$ cat config.mk
export PLATFORM = sky130hd
export DESIGN_NAME = dcache_store_drain_buffer
export DESIGN_NICKNAME = d
export VERILOG_FILES = /design/src/rtl/std_cache_pkg.sv /design/src/rtl/sb_alias_cmp.sv /design/src/rtl/dcache_store_drain_buffer.sv
export SDC_FILE = /design/constraint.sdc
export NUM_CORES = 1
export LEC_CHECK = 0
export CAP_MARGIN = 5
export CORE_ASPECT_RATIO = 1.1
export CORE_MARGIN = 2
export CORE_UTILIZATION = 56
export CTS_CLUSTER_DIAMETER = 100
export DETAILED_ROUTE_END_ITERATION = 8
export DONT_BUFFER_PORTS = 1
export MAX_ROUTING_LAYER = met4
export PLACE_DENSITY = 0.78
export SLEW_MARGIN = 40
export SYNTH_ARGS = -nofsm -noshare
export SYNTH_HDL_FRONTEND = slang
export SYNTH_SLANG_ARGS = --single-unit
$ cat constraint.sdc
create_clock -name clk_i -period 7.15 [get_ports clk_i]
set_input_delay 0.715 -clock clk_i [delete_from_list [all_inputs] [get_ports clk_i]]
set_output_delay 0.715 -clock clk_i [all_outputs]
set_load 0.02 [all_outputs]
$ cat src/rtl/std_cache_pkg.sv
// Shared L1 data-cache types: the store-buffer entry layout and the drain FSM state encoding.
package std_cache_pkg;

   localparam int unsigned SB_PLEN = 56;
   localparam int unsigned SB_XLEN = 64;

   typedef struct packed {
      logic [SB_PLEN-1:0]   addr;
      logic [SB_XLEN-1:0]   data;
      logic [SB_XLEN/8-1:0] be;
      logic                 valid;
   } sb_entry_t;

   typedef enum logic [1:0] {
      SB_IDLE = 2'd0,
      SB_REQ  = 2'd1,
      SB_TAG  = 2'd2
   } sb_state_e;

endpackage

$ cat src/rtl/sb_alias_cmp.sv
// Per-entry word-index comparator reduced to a single hit: any valid entry whose key equals the probe.
module sb_alias_cmp #(
   parameter int unsigned N = 4,
   parameter int unsigned W = 9
) (
   input  logic [N-1:0]   i_valid,
   input  logic [N*W-1:0] i_keys,
   input  logic [W-1:0]   i_probe,
   output logic           o_hit
);

   always_comb begin
      o_hit = 1'b0;
      for (int i = 0; i < N; i++) begin
         if (i_valid[i] && (i_keys[i*W +: W] == i_probe)) o_hit = 1'b1;
      end
   end

endmodule

$ cat src/rtl/dcache_store_drain_buffer.sv
// Store drain buffer: in-order FIFO of committed stores drained through the two-phase cache request port.
// Optional store coalescing into the tail entry is enabled by defining STORE_BUF_COALESCE_EN.
module dcache_store_drain_buffer
   import std_cache_pkg::*;
#(
   parameter int unsigned DEPTH   = 4,
   parameter int unsigned PLEN    = SB_PLEN,
   parameter int unsigned INDEX_W = 12,
   parameter int unsigned XLEN    = SB_XLEN
) (
   input  logic                    clk_i,
   input  logic                    rst_i,
   input  logic                    st_valid_i,
   output logic                    st_ready_o,
   input  logic [PLEN-1:0]         st_addr_i,
   input  logic [XLEN-1:0]         st_data_i,
   input  logic [XLEN/8-1:0]       st_be_i,
   input  logic [PLEN-1:0]         ld_addr_i,
   output logic                    ld_alias_o,
   output logic                    dc_data_req_o,
   input  logic                    dc_data_gnt_i,
   output logic [INDEX_W-1:0]      dc_addr_index_o,
   output logic                    dc_data_we_o,
   output logic [XLEN/8-1:0]       dc_data_be_o,
   output logic [XLEN-1:0]         dc_data_wdata_o,
   output logic                    dc_tag_valid_o,
   output logic [PLEN-INDEX_W-1:0] dc_addr_tag_o,
   input  logic                    flush_i,
   output logic                    flush_ack_o,
   output logic                    empty_o
);

   localparam int unsigned PTR_W = $clog2(DEPTH);
   localparam int unsigned CNT_W = PTR_W + 1;
   localparam int unsigned BE_W  = XLEN / 8;
   localparam int unsigned CMP_W = INDEX_W - 3;

   sb_entry_t          r_mem [DEPTH];
   logic [PTR_W-1:0]   r_head;
   logic [PTR_W-1:0]   r_tail;
   logic [CNT_W-1:0]   r_count;
   sb_state_e          r_state;
   logic               r_ack_sent;

   sb_state_e          w_state_nxt;
   logic [CNT_W-1:0]   w_count_nxt;
   sb_entry_t          w_head;
   logic               w_full;
   logic               w_merge_hit;
   logic               w_push;
   logic               w_alloc;
   logic               w_pop;
   logic [DEPTH-1:0]   w_vld_vec;
   logic [DEPTH*CMP_W-1:0] w_key_vec;
   logic               w_unused_ld;

   assign w_head = r_mem[r_head];
   assign w_full = (r_count == CNT_W'(DEPTH));

`ifdef STORE_BUF_COALESCE_EN
   logic [PTR_W-1:0] w_tail_last;
   assign w_tail_last = r_tail - PTR_W'(1);
   // The head entry is frozen once its request is on the bus, so never merge into it then.
   assign w_merge_hit = r_mem[w_tail_last].valid
                        && (st_addr_i[PLEN-1:3] == r_mem[w_tail_last].addr[PLEN-1:3])
                        && !flush_i
                        && !((w_tail_last == r_head) && (r_state != SB_IDLE));
`else
   assign w_merge_hit = 1'b0;
`endif

   assign st_ready_o  = (!w_full || w_merge_hit) && !flush_i;
   assign w_push      = st_valid_i && st_ready_o;
   assign w_alloc     = w_push && !w_merge_hit;
   assign w_pop       = (r_state == SB_TAG);
   assign empty_o     = (r_count == '0);
   assign flush_ack_o = flush_i && !r_ack_sent && (r_state == SB_IDLE) && (r_count == '0);

   always_comb begin
      w_count_nxt = r_count;
      if (w_alloc && !w_pop)      w_count_nxt = r_count + CNT_W'(1);
      else if (!w_alloc && w_pop) w_count_nxt = r_count - CNT_W'(1);
   end

   always_comb begin
      w_state_nxt     = r_state;
      dc_data_req_o   = 1'b0;
      dc_data_we_o    = 1'b0;
      dc_addr_index_o = '0;
      dc_data_be_o    = '0;
      dc_data_wdata_o = '0;
      dc_tag_valid_o  = 1'b0;
      dc_addr_tag_o   = '0;
      unique case (r_state)
         SB_IDLE: if (r_count != '0) w_state_nxt = SB_REQ;
         SB_REQ: begin
            dc_data_req_o   = 1'b1;
            dc_data_we_o    = 1'b1;
            dc_addr_index_o = w_head.addr[INDEX_W-1:0];
            dc_data_be_o    = w_head.be;
            dc_data_wdata_o = w_head.data;
            if (dc_data_gnt_i) w_state_nxt = SB_TAG;
         end
         SB_TAG: begin
            dc_tag_valid_o = 1'b1;
            dc_addr_tag_o  = w_head.addr[PLEN-1:INDEX_W];
            w_state_nxt    = (w_count_nxt != '0) ? SB_REQ : SB_IDLE;
         end
         default: w_state_nxt = SB_IDLE;
      endcase
   end

   always_comb begin
      w_vld_vec = '0;
      w_key_vec = '0;
      for (int i = 0; i < DEPTH; i++) begin
         w_vld_vec[i]                  = r_mem[i].valid;
         w_key_vec[i*CMP_W +: CMP_W]   = r_mem[i].addr[INDEX_W-1:3];
      end
   end

   sb_alias_cmp #(
      .N (DEPTH),
      .W (CMP_W)
   ) u_alias_cmp (
      .i_valid (w_vld_vec),
      .i_keys  (w_key_vec),
      .i_probe (ld_addr_i[INDEX_W-1:3]),
      .o_hit   (ld_alias_o)
   );

   assign w_unused_ld = ^{ld_addr_i[PLEN-1:INDEX_W], ld_addr_i[2:0]};

   // Only control state is reset; entry payload is qualified by the valid bits.
   always_ff @(posedge clk_i) begin
      if (rst_i) begin
         r_state    <= SB_IDLE;
         r_head     <= '0;
         r_tail     <= '0;
         r_count    <= '0;
         r_ack_sent <= 1'b0;
         for (int i = 0; i < DEPTH; i++) r_mem[i].valid <= 1'b0;
      end else begin
         r_state    <= w_state_nxt;
         r_count    <= w_count_nxt;
         r_ack_sent <= flush_i && (r_ack_sent || flush_ack_o);
         if (w_pop) begin
            r_mem[r_head].valid <= 1'b0;
            r_head              <= r_head + PTR_W'(1);
         end
         if (w_alloc) begin
            r_mem[r_tail].addr  <= st_addr_i;
            r_mem[r_tail].data  <= st_data_i;
            r_mem[r_tail].be    <= st_be_i;
            r_mem[r_tail].valid <= 1'b1;
            r_tail              <= r_tail + PTR_W'(1);
         end
`ifdef STORE_BUF_COALESCE_EN
         if (w_push && w_merge_hit) begin
            for (int b = 0; b < BE_W; b++) begin
               if (st_be_i[b]) r_mem[w_tail_last].data[8*b +: 8] <= st_data_i[8*b +: 8];
            end
            r_mem[w_tail_last].be <= r_mem[w_tail_last].be | st_be_i;
         end
`endif
      end
   end

endmodule

After elaboration in Yosys (flattened, before gate mapping)
Memories as Yosys holds them, arrays and structs flattened. A register that Yosys moved wholly into a read port is not among the register bits.
Index checks and enable logic that the tools add are counted.
- register bits: 10
- output and inout bits: 135
- memories kept: 1
- memory bits (writable): 516
- word-level logic and storage cells: 75
- bits of input ports: 189
- mux-type cells: 31
- reductions and logical operators: 25
- add/sub/neg operators: 4
- eq/ne operators: 9
- memories (name ; depth ; bits a word ; rd ports ; clocked after memory_dff ; wr ports ; line ; text):
    r_mem ; 4 ; 129 ; 5 ; 1 ; 4 ; dcache_store_drain_buffer.sv:38 ; sb_entry_t r_mem [DEPTH];
- operators by type and width (cell ; count):
    $mux W129 ; 2
    $reduce_or A129 Y1 ; 2
    $mux W64 ; 1
    $mux W44 ; 1
    $eq A9 B9 Y1 ; 4
    $mux W2 ; 8
    $mux W1 ; 14
    $logic_and A1 B1 Y1 ; 12
    $mux W12 ; 1
    $mux W8 ; 1
    $mux W3 ; 2
    $pmux W2 S3 ; 1
    $reduce_bool A3 Y1 ; 2
    $logic_not A1 Y1 ; 5
    $add A2 B1 Y2 const B ; 2
    $add A3 B1 Y3 const B ; 1
    $eq A3 B3 Y1 const B ; 1
    $logic_not A3 Y1 ; 1
    $sub A3 B1 Y3 const B ; 1
    $eq A2 B1 Y1 const B ; 1
    $eq A2 B2 Y1 const B ; 1
    $logic_not A2 Y1 ; 1
    $ne A2 B1 Y1 const B ; 1
    $ne A2 B2 Y1 const B ; 1
    2 further kinds ; 2

Longest topological paths before layout
Gate-level depths: netlist (run 1).
- depth after elaboration: 11
- mapped depth: 8
- mapped depth without buffers: 7

Cells and area by module
Synthesis (run 1) repeated with hierarchy kept, for this count alone.
- cells, all modules: 959
- area total of the unflattened synthesis: 20676.1 um2
- by module, submodules not included (module ; seq. area each (um2) ; cells an instance ; times used ; area each (um2)):
    dcache_store_drain_buffer ; 15695.1 ; 909 ; 1 ; 20275.7
    sb_alias_cmp ; 0.0 ; 50 ; 1 ; 400.4

Worst setup path before layout (run 1)
No wires, ideal clock.
- path kind: register -> register
- start: register r_count[0]
- end: memory r_mem[0][100] in the netlist's numbering (enable)
- required time: 6.647 ns
- arrival time: 4.381 ns
- buffers on the path: 0
- stages on the path, launching flop included: 7
- period minus slack after synthesis: 4.884 ns
- library setup time: 0.503 ns
- path slack: 2.266 ns
- cells stage by stage: dfxtp_1 > inv_1 > ha_1 > a21oi_2 > nand2_1 > nor2_1 > and2_1
- RTL lines (what ; line ; text):
    start: declaration ; dcache_store_drain_buffer.sv:41 ; logic [CNT_W-1:0] r_count;
    start signal: assignment ; dcache_store_drain_buffer.sv:145 ; r_count <= w_count_nxt;
    end: declaration ; dcache_store_drain_buffer.sv:38 ;

Worst setup path in the final report (run 1)
- start: register r_state[0]
- end: output port dc_data_wdata_o[31]
- word-level cells in the longest chain between the ends: 2
- ends and longest elaborated chain (what ; line ; text):
    start: declaration ; dcache_store_drain_buffer.sv:42 ; sb_state_e r_state;
    start signal: assignment ; dcache_store_drain_buffer.sv:144 ; r_state <= w_state_nxt;
    $eq A2 B1 Y1 ; dcache_store_drain_buffer.sv:94 ; unique case (r_state)
    $mux W64 ; dcache_store_drain_buffer.sv:94 ;
    end: declaration ; dcache_store_drain_buffer.sv:25 ; output logic [XLEN-1:0] dc_data_wdata_o,
No other way between the ends.

==> results of run 1 <==
-- synthesized netlist by cell type, types with 6 or more instances --
library cell,instances,share of area (%)
sky130_fd_sc_hd__and2_1,132,4.0
sky130_fd_sc_hd__clkbuf_1,18,0.33
sky130_fd_sc_hd__nor2_1,14,0.26
sky130_fd_sc_hd__dfxtp_1,16,1.6
sky130_fd_sc_hd__edfxtp_1,512,75
sky130_fd_sc_hd__xnor2_1,17,0.73
sky130_fd_sc_hd__ha_1,7,0.43
sky130_fd_sc_hd__nor4_1,6,0.18
sky130_fd_sc_hd__xor2_1,25,1.1
sky130_fd_sc_hd__buf_1,8,0.15
sky130_fd_sc_hd__nand2_1,10,0.18
sky130_fd_sc_hd__buf_4,12,0.44
sky130_fd_sc_hd__mux4_2,128,14
-- sequential cells by signal, indices dropped and copies added, names as in the netlist, named ones only --
signal / count
r_ack_sent: 1
r_count: 3
r_head: 2
r_mem: 516
r_state: 2
r_tail: 2
-- critical path, stage by stage (launching register included) --
cell                       delay (ns)
sky130_fd_sc_hd__dfxtp_1         0.47
sky130_fd_sc_hd__nand2b_1        0.15
sky130_fd_sc_hd__inv_2           0.57
sky130_fd_sc_hd__buf_4           0.57
sky130_fd_sc_hd__and2_1          0.39
-- layout make-up --
class / count / area (sq um) / share of cell area (%)
repair buffers: 17 / 272.8 / 1.204
clock buffers: 63 / 1321 / 5.832
well taps: 487 / 609.3 / 2.689
clock inverters: 25 / 167.7 / 0.7400
flip-flops and latches: 528 / 15700 / 69.31
multi-input cells: 376 / 4554 / 20.10
inverters: 7 / 28.78 / 0.1270
-- report_power, final --
group / leakage [nW] / internal [mW] / switching (mW)
clock network: 0.734 / 1.37 / 1.04
registers: 4.76 / 3.45 / 0.0334
logic: 1.47 / 0.223 / 0.456
-- cells by family (layout without fill, tap and decap cells) --
logic type / after synthesis / after routing / share of synthesized area, %
compound gates: 18 / 18 / 0.6283
xor+xnor: 42 / 42 / 1.793
fa+ha+maj: 8 / 8 / 0.4819
buf+inv: 53 / 112 / 1.330
flops: 528 / 528 / 76.52
mux: 128 / 128 / 14.05
simple gates: 180 / 180 / 5.197
-- metal layers --
layer / share of wire, % / vias up / global-route usage, %
li1: - / 3889 / -
met1: 38 / 4688 / 25.81
met2: 49 / 385 / 32.68
met3: 11 / 70 / 8.035
met4: 2.9 / 0 / 6.888
met5: 0 / - / -
-- worst min path at each step --
stage,end,start
detailed placement,r_tail[1],r_tail[1]
global placement,r_mem[0][0],r_mem[0][0]
finish,register,rst_i
global route,r_count[2],rst_i
floorplan,r_mem[0][0],r_mem[0][0]
CTS,register,rst_i
-- stage by stage --
step                      instances  setup slack (ns)  utilization [%]
after CTS                      1503             3.494            62.64
after global placement         1408             3.367            58.11
final                          1503             3.667            62.64
after floorplan                 957             2.266                -
after detailed placement       1415             3.793            58.52
after global routing           1503             3.438            62.64
-- layout by cell type, fill, tap and decap left out, drive strengths merged --
cell and instances:
edfxtp 512, and2 133, mux4 128, clkbuf 63, xor2 25, clkinv 22, xnor2 17, buf 17
dfxtp 16, nor2 14, nand2 10, inv 8, ha 7, nor4 6, nand4 5, a21oi 5
o21ai 5, nand2b 3, nor3 3, nand3 3, a22oi 2, nor3b 2, bufinv 2, and3b 1
a41oi 1, maj3 1, a221oi 1, a31oi 1, o22a 1, a311oi 1, o41ai 1
==> impl_metrics.xml, run 1 <==
<?xml version="1.0" encoding="UTF-8"?>
<metrics>
  <group name="placement">
    <metric name="dp.final_hpwl" unit="mm">22.77</metric>
    <metric name="place.port_buffers" unit="">0</metric>
    <metric name="placedInstanceArea" unit="sq um">21170</metric>
    <metric name="place_congestion" unit="">0.7908</metric>
  </group>
  <group name="yosys">
    <metric name="cell_area_after_technology_mapping" unit="sq um">20510</metric>
    <metric name="synth-edff-count" unit="">512</metric>
    <metric name="postSynthAreaPerCell" unit="sq um">21.43</metric>
    <metric name="synth_flop_cell" unit="">sky130_fd_sc_hd__edfxtp_1</metric>
    <metric name="sequential_fraction_of_the_synthesis_area" unit="%">76.52</metric>
    <metric name="ys.warnings.count" unit="">0</metric>
    <metric name="synthesis.nets" unit="">1153</metric>
    <metric name="ys_async_sr_fraction" unit="%">0</metric>
    <metric name="synthDistinctLibCells" unit="">37</metric>
    <metric name="syn_inst" unit="">957</metric>
    <metric name="yosys_register_bits" unit="">528</metric>
  </group>
  <group name="setup_path">
    <metric name="worstSetupStartpointType" unit="">register</metric>
    <metric name="worstPathMaxFanout" unit="">55</metric>
    <metric name="cp.arrival" unit="ns">2.77</metric>
    <metric name="worst_setup_end_kind" unit="">output port</metric>
    <metric name="rrSetupSlack" unit="ns">3.78</metric>
    <metric name="setup.worst_path.end" unit="">dc_data_wdata_o[31]</metric>
    <metric name="worst_r2r_startpoint" unit="">r_count[0]</metric>
    <metric name="worstPathRequired" unit="ns">6.43</metric>
    <metric name="startpoint" unit="">r_state[0]</metric>
    <metric name="critPathKind" unit="">register to output port</metric>
    <metric name="ff2ff_path_depth" unit="">8</metric>
    <metric name="r2r_end" unit="">r_mem[2][108]</metric>
  </group>
  <group name="sta">
    <metric name="finalHoldViolCount" unit="">0</metric>
    <metric name="drv_slew" unit="">0</metric>
    <metric name="max_slew_margin" unit="%">47.24</metric>
    <metric name="final.setup_skew" unit="ns">0.01567</metric>
    <metric name="finalSetupViolations" unit="">0</metric>
    <metric name="max_freq" unit="MHz">287.1</metric>
    <metric name="period_minus_slack" unit="ns">3.483</metric>
    <metric name="worstMarginPinSlew" unit="ns">0.7914</metric>
    <metric name="fin_crit_share" unit="%">48.71</metric>
    <metric name="grt_setup_unrepaired" unit="">no</metric>
    <metric name="whs" unit="ns">0.2283</metric>
    <metric name="totalNegativeSetupSlack" unit="ns">0</metric>
  </group>
  <group name="cells_and_area">
    <metric name="num_antenna_cells" unit="">0</metric>
    <metric name="final_layout_size_suffix_gt1_share" unit="%">21.85</metric>
    <metric name="layout-area-overhead-vs-synth" unit="%">10.45</metric>
    <metric name="fillCellCount" unit="">2435</metric>
    <metric name="finish.instance_area" unit="sq um">22660</metric>
    <metric name="fin_nets" unit="">1175</metric>
  </group>
  <group name="grt">
    <metric name="antenna_found_initial" unit="">0</metric>
    <metric name="wire_length_of_the_first_global_routing_pass" unit="mm">57.93</metric>
    <metric name="grt_start_max_net_pins" unit="">69</metric>
    <metric name="first_global_vias" unit="">9371</metric>
    <metric name="track_usage" unit="%">21.04</metric>
    <metric name="grt.overflow.total" unit="">0</metric>
  </group>
  <group name="floorplanning">
    <metric name="die_area" unit="sq um">38180</metric>
    <metric name="core.rowCount" unit="">73</metric>
    <metric name="start_util" unit="%">56.71</metric>
    <metric name="fp.dieH" unit="um">204.7</metric>
    <metric name="coreArea" unit="sq um">36170</metric>
    <metric name="pin_count" unit="">324</metric>
    <metric name="fp.dieW" unit="um">186.5</metric>
  </group>
  <group name="power">
    <metric name="power.static_leakage" unit="nW">6.962</metric>
    <metric name="power.ir.vdd_worst" unit="V">0.0002306</metric>
    <metric name="power_density" unit="nW/um^2">290.4</metric>
    <metric name="p_total" unit="mW">6.579</metric>
  </group>
  <group name="clocking">
    <metric name="cts_post_setup_buffers_inserted" unit="">0</metric>
    <metric name="tritoncts" unit="">yes</metric>
    <metric name="cts_sinks" unit="">528</metric>
    <metric name="cts_htree_levels" unit="">2</metric>
    <metric name="cts.clk_slew.worst_paths" unit="ns">0.06</metric>
    <metric name="tritoncts.num_buffers" unit="">49</metric>
    <metric name="ctsLongestPathBuffers" unit="">3</metric>
    <metric name="clock_network_latency_to_the_later_pin_of_the_worst_skew_pair" unit="ns">0.56</metric>
    <metric name="post_cts_resized" unit="">0</metric>
    <metric name="post_cts_hold_buffer_count" unit="">0</metric>
    <metric name="cts.root.buffer_cell" unit="">sky130_fd_sc_hd__clkbuf_16</metric>
  </group>
  <group name="drt">
    <metric name="firstDrtPassIters" unit="">5</metric>
    <metric name="postRouteWirelength" unit="mm">38.51</metric>
    <metric name="drtIter0Drc" unit="">619</metric>
    <metric name="via_per_inst" unit="">6.009</metric>
    <metric name="post_drt_wl_per_cell" unit="um">25.62</metric>
    <metric name="ant_nets" unit="">0</metric>
    <metric name="drt_drc_violations_left" unit="">0</metric>
    <metric name="vias" unit="">9032</metric>
  </group>
  <group name="outcome">
    <metric name="status" unit="">finished clean</metric>
  </group>
  <group name="min_path">
    <metric name="hold_depth" unit="">1</metric>
    <metric name="holdCritPathClass" unit="">primary input to register</metric>
  </group>
  <group name="flow_run">
    <metric name="drv.max_cap_violation_count" unit="">0</metric>
  </group>
</metrics>
Power figures use the tool's default switching activity.
==> inputs of run 2 (changes only) <==
- PLACE_DENSITY: 0.78 -> 0.81
- clock period: 7.15 -> 2.9 ns (I/O delays scaled with it)
==> run 2 against run 1 <==
Effect of this change: non-clock buffer count increased by 142; worst setup slack worse by 3.4 ns; sequential share of layout area shrank 5.1 points; clock power grew to 2.9 times the previous value; via count increased by 8.0%; design area is 8.0% higher; die area unchanged; critical path depth shrank 1; final cell count is 10% higher; first-iteration DRC count increased by 23%; global-route usage increased by 1.3 points.
==> impl_metrics.xml, run 2 (synthesized netlist as in run 1, its figures left out) <==
<?xml version="1.0" encoding="UTF-8"?>
<metrics>
  <group name="outcome">
    <metric name="status" unit="">finished clean</metric>
  </group>
  <group name="grt">
    <metric name="grt_start_max_net_pins" unit="">65</metric>
    <metric name="wire_length_of_the_first_global_routing_pass" unit="mm">62.00</metric>
    <metric name="antenna_found_initial" unit="">3</metric>
    <metric name="track_usage" unit="%">22.37</metric>
    <metric name="first_global_vias" unit="">10250</metric>
    <metric name="grt.overflow.total" unit="">0</metric>
  </group>
  <group name="setup_path">
    <metric name="cp.arrival" unit="ns">2.38</metric>
    <metric name="setup.worst_path.end" unit="">dc_addr_index_o[6]</metric>
    <metric name="worst_r2r_startpoint" unit="">r_count[0]</metric>
    <metric name="ff2ff_path_depth" unit="">7</metric>
    <metric name="r2r_end" unit="">r_mem[1][82]</metric>
    <metric name="critPathKind" unit="">register to output port</metric>
    <metric name="rrSetupSlack" unit="ns">0.29</metric>
    <metric name="worstPathMaxFanout" unit="">18</metric>
    <metric name="worstSetupStartpointType" unit="">register</metric>
    <metric name="worstPathRequired" unit="ns">2.61</metric>
    <metric name="worst_setup_end_kind" unit="">output port</metric>
  </group>
  <group name="sta">
    <metric name="worstMarginPinSlew" unit="ns">0.6680</metric>
    <metric name="finalHoldViolCount" unit="">0</metric>
    <metric name="fin_crit_share" unit="%">91.99</metric>
    <metric name="max_slew_margin" unit="%">55.32</metric>
    <metric name="final.setup_skew" unit="ns">0.01939</metric>
    <metric name="drv_slew" unit="">0</metric>
    <metric name="max_freq" unit="MHz">374.9</metric>
    <metric name="finalSetupViolations" unit="">0</metric>
    <metric name="grt_setup_unrepaired" unit="">no</metric>
    <metric name="whs" unit="ns">0.06394</metric>
    <metric name="period_minus_slack" unit="ns">2.668</metric>
  </group>
  <group name="placement">
    <metric name="place.port_buffers" unit="">0</metric>
    <metric name="dp.final_hpwl" unit="mm">23.70</metric>
    <metric name="place_congestion" unit="">0.8372</metric>
    <metric name="placedInstanceArea" unit="sq um">21340</metric>
  </group>
  <group name="floorplanning">
    <metric name="fp.dieW" unit="um">186.5</metric>
    <metric name="pin_count" unit="">324</metric>
    <metric name="die_area" unit="sq um">38180</metric>
    <metric name="start_util" unit="%">56.71</metric>
    <metric name="fp.dieH" unit="um">204.7</metric>
    <metric name="coreArea" unit="sq um">36170</metric>
    <metric name="core.rowCount" unit="">73</metric>
  </group>
  <group name="drt">
    <metric name="firstDrtPassIters" unit="">5</metric>
    <metric name="drt_drc_violations_left" unit="">0</metric>
    <metric name="via_per_inst" unit="">5.900</metric>
    <metric name="ant_nets" unit="">0</metric>
    <metric name="postRouteWirelength" unit="mm">41.31</metric>
    <metric name="post_drt_wl_per_cell" unit="um">24.97</metric>
    <metric name="drtIter0Drc" unit="">764</metric>
    <metric name="vias" unit="">9759</metric>
  </group>
  <group name="cells_and_area">
    <metric name="layout-area-overhead-vs-synth" unit="%">19.29</metric>
    <metric name="top_reg_by_flops" unit="">r_mem</metric>
    <metric name="layout.cells.most_common" unit="">sky130_fd_sc_hd__edfxtp_1</metric>
    <metric name="fin_nets" unit="">1318</metric>
    <metric name="layout.cells.most_common_list" unit="">sky130_fd_sc_hd__edfxtp_1 (512), sky130_fd_sc_hd__dlygate4sd3_1 (131), sky130_fd_sc_hd__mux4_2 (128), sky130_fd_sc_hd__and2_1 (128), sky130_fd_sc_hd__clkbuf_16 (51)</metric>
    <metric name="final_layout_size_suffix_gt1_share" unit="%">21.24</metric>
    <metric name="flip_flop_count_of_the_largest_register_after_layout" unit="">516</metric>
    <metric name="finish.instance_area" unit="sq um">24470</metric>
    <metric name="largest_registers" unit="">r_mem x516, r_count x3</metric>
  </group>
  <group name="clocking">
    <metric name="clock_network_latency_to_the_later_pin_of_the_worst_skew_pair" unit="ns">0.56</metric>
    <metric name="post_cts_hold_buffer_count" unit="">131</metric>
    <metric name="tritoncts" unit="">yes</metric>
    <metric name="cts_htree_levels" unit="">2</metric>
    <metric name="cts.clk_slew.worst_paths" unit="ns">0.06</metric>
    <metric name="cts_sinks" unit="">528</metric>
    <metric name="cts_post_setup_buffers_inserted" unit="">0</metric>
    <metric name="cts.root.buffer_cell" unit="">sky130_fd_sc_hd__clkbuf_16</metric>
    <metric name="tritoncts.num_buffers" unit="">50</metric>
    <metric name="post_cts_resized" unit="">0</metric>
    <metric name="ctsLongestPathBuffers" unit="">3</metric>
  </group>
  <group name="power">
    <metric name="power.static_leakage" unit="nW">7.732</metric>
    <metric name="power_density" unit="nW/um^2">717.5</metric>
    <metric name="power.ir.vdd_worst" unit="V">0.0008504</metric>
  </group>
  <group name="flow_run">
    <metric name="drv.max_cap_violation_count" unit="">0</metric>
  </group>
  <group name="min_path">
    <metric name="holdCritPathClass" unit="">primary input to register</metric>
  </group>
</metrics>
==> run 2: cell types whose count changed in the layout (fill, tap and decap cells not counted), sizes merged <==
cell,before,now
dlygate4sd3,0,131
bufinv,2,12
clkinvlp,0,3
diode,0,4
inv,8,9
clkbuf,63,57
buf,17,28
clkinv,22,19
==> run 2: power breakdown <==
part	leakage, nW	total [mW]	switching [mW]	internal [mW]
Clock	0.877	7.03	2.69	4.34
Sequential	4.76	8.60	0.0840	8.51
Combinational	2.10	1.93	1.23	0.703
==> run 2: metal layers <==
layer  vias up  track usage [%]  wire, um
met3        54            5.448      3181
met5         -                -         0
li1       4187                -         -
met4         0            5.697       747
met1      5099            27.27     15500
met2       419            38.09     21880
==> run 2: layout make-up <==
cell class | instances | area (sq um)
antenna | 4 | 10.01
clock buffer | 57 | 1319
clock inverter | 36 | 488.0
fill | 2220 | 11700
inverter | 7 | 26.28
multi-input combinational | 376 | 4554
sequential | 528 | 15700
tap | 487 | 609.3
timing repair buffer | 159 | 1759
==> run 2: worst max-delay path, cell delays in order (launching register included) <==
cell and delay (ns):
sky130_fd_sc_hd__dfxtp_4 0.61, sky130_fd_sc_hd__buf_4 0.39, sky130_fd_sc_hd__mux4_2 0.57, sky130_fd_sc_hd__and2_1 0.25
==> run 2: through the flow <==
step	cells	setup WS [ns]	utilization, %	total power, mW	setup TNS, ns
CTS	1650	0.1573	67.62	17.68	0
finish	1654	0.2324	67.65	17.56	0
floorplan	957	-0.5513	-	10.15	-282.24
global placement	1426	0.3761	59.00	10.47	0
detailed placement	1426	0.3562	59.00	10.49	0
global route	1653	0.08964	67.64	18.10	0
==> run 2: how the worst min path moves through the flow <==
stage / from / to / slack, ns / cells after the start
after floorplan: st_addr_i[27] / r_mem[0][100] / 0.39 / 0
after global placement: rst_i / register / 0.36 / 1
after detailed placement: rst_i / register / 0.36 / 1
after CTS: st_valid_i / r_mem[0][0] / 0.03 / 3
after global routing: st_valid_i / r_tail[1] / 0.05 / 3
final: st_valid_i / r_mem[0][0] / 0.06 / 3
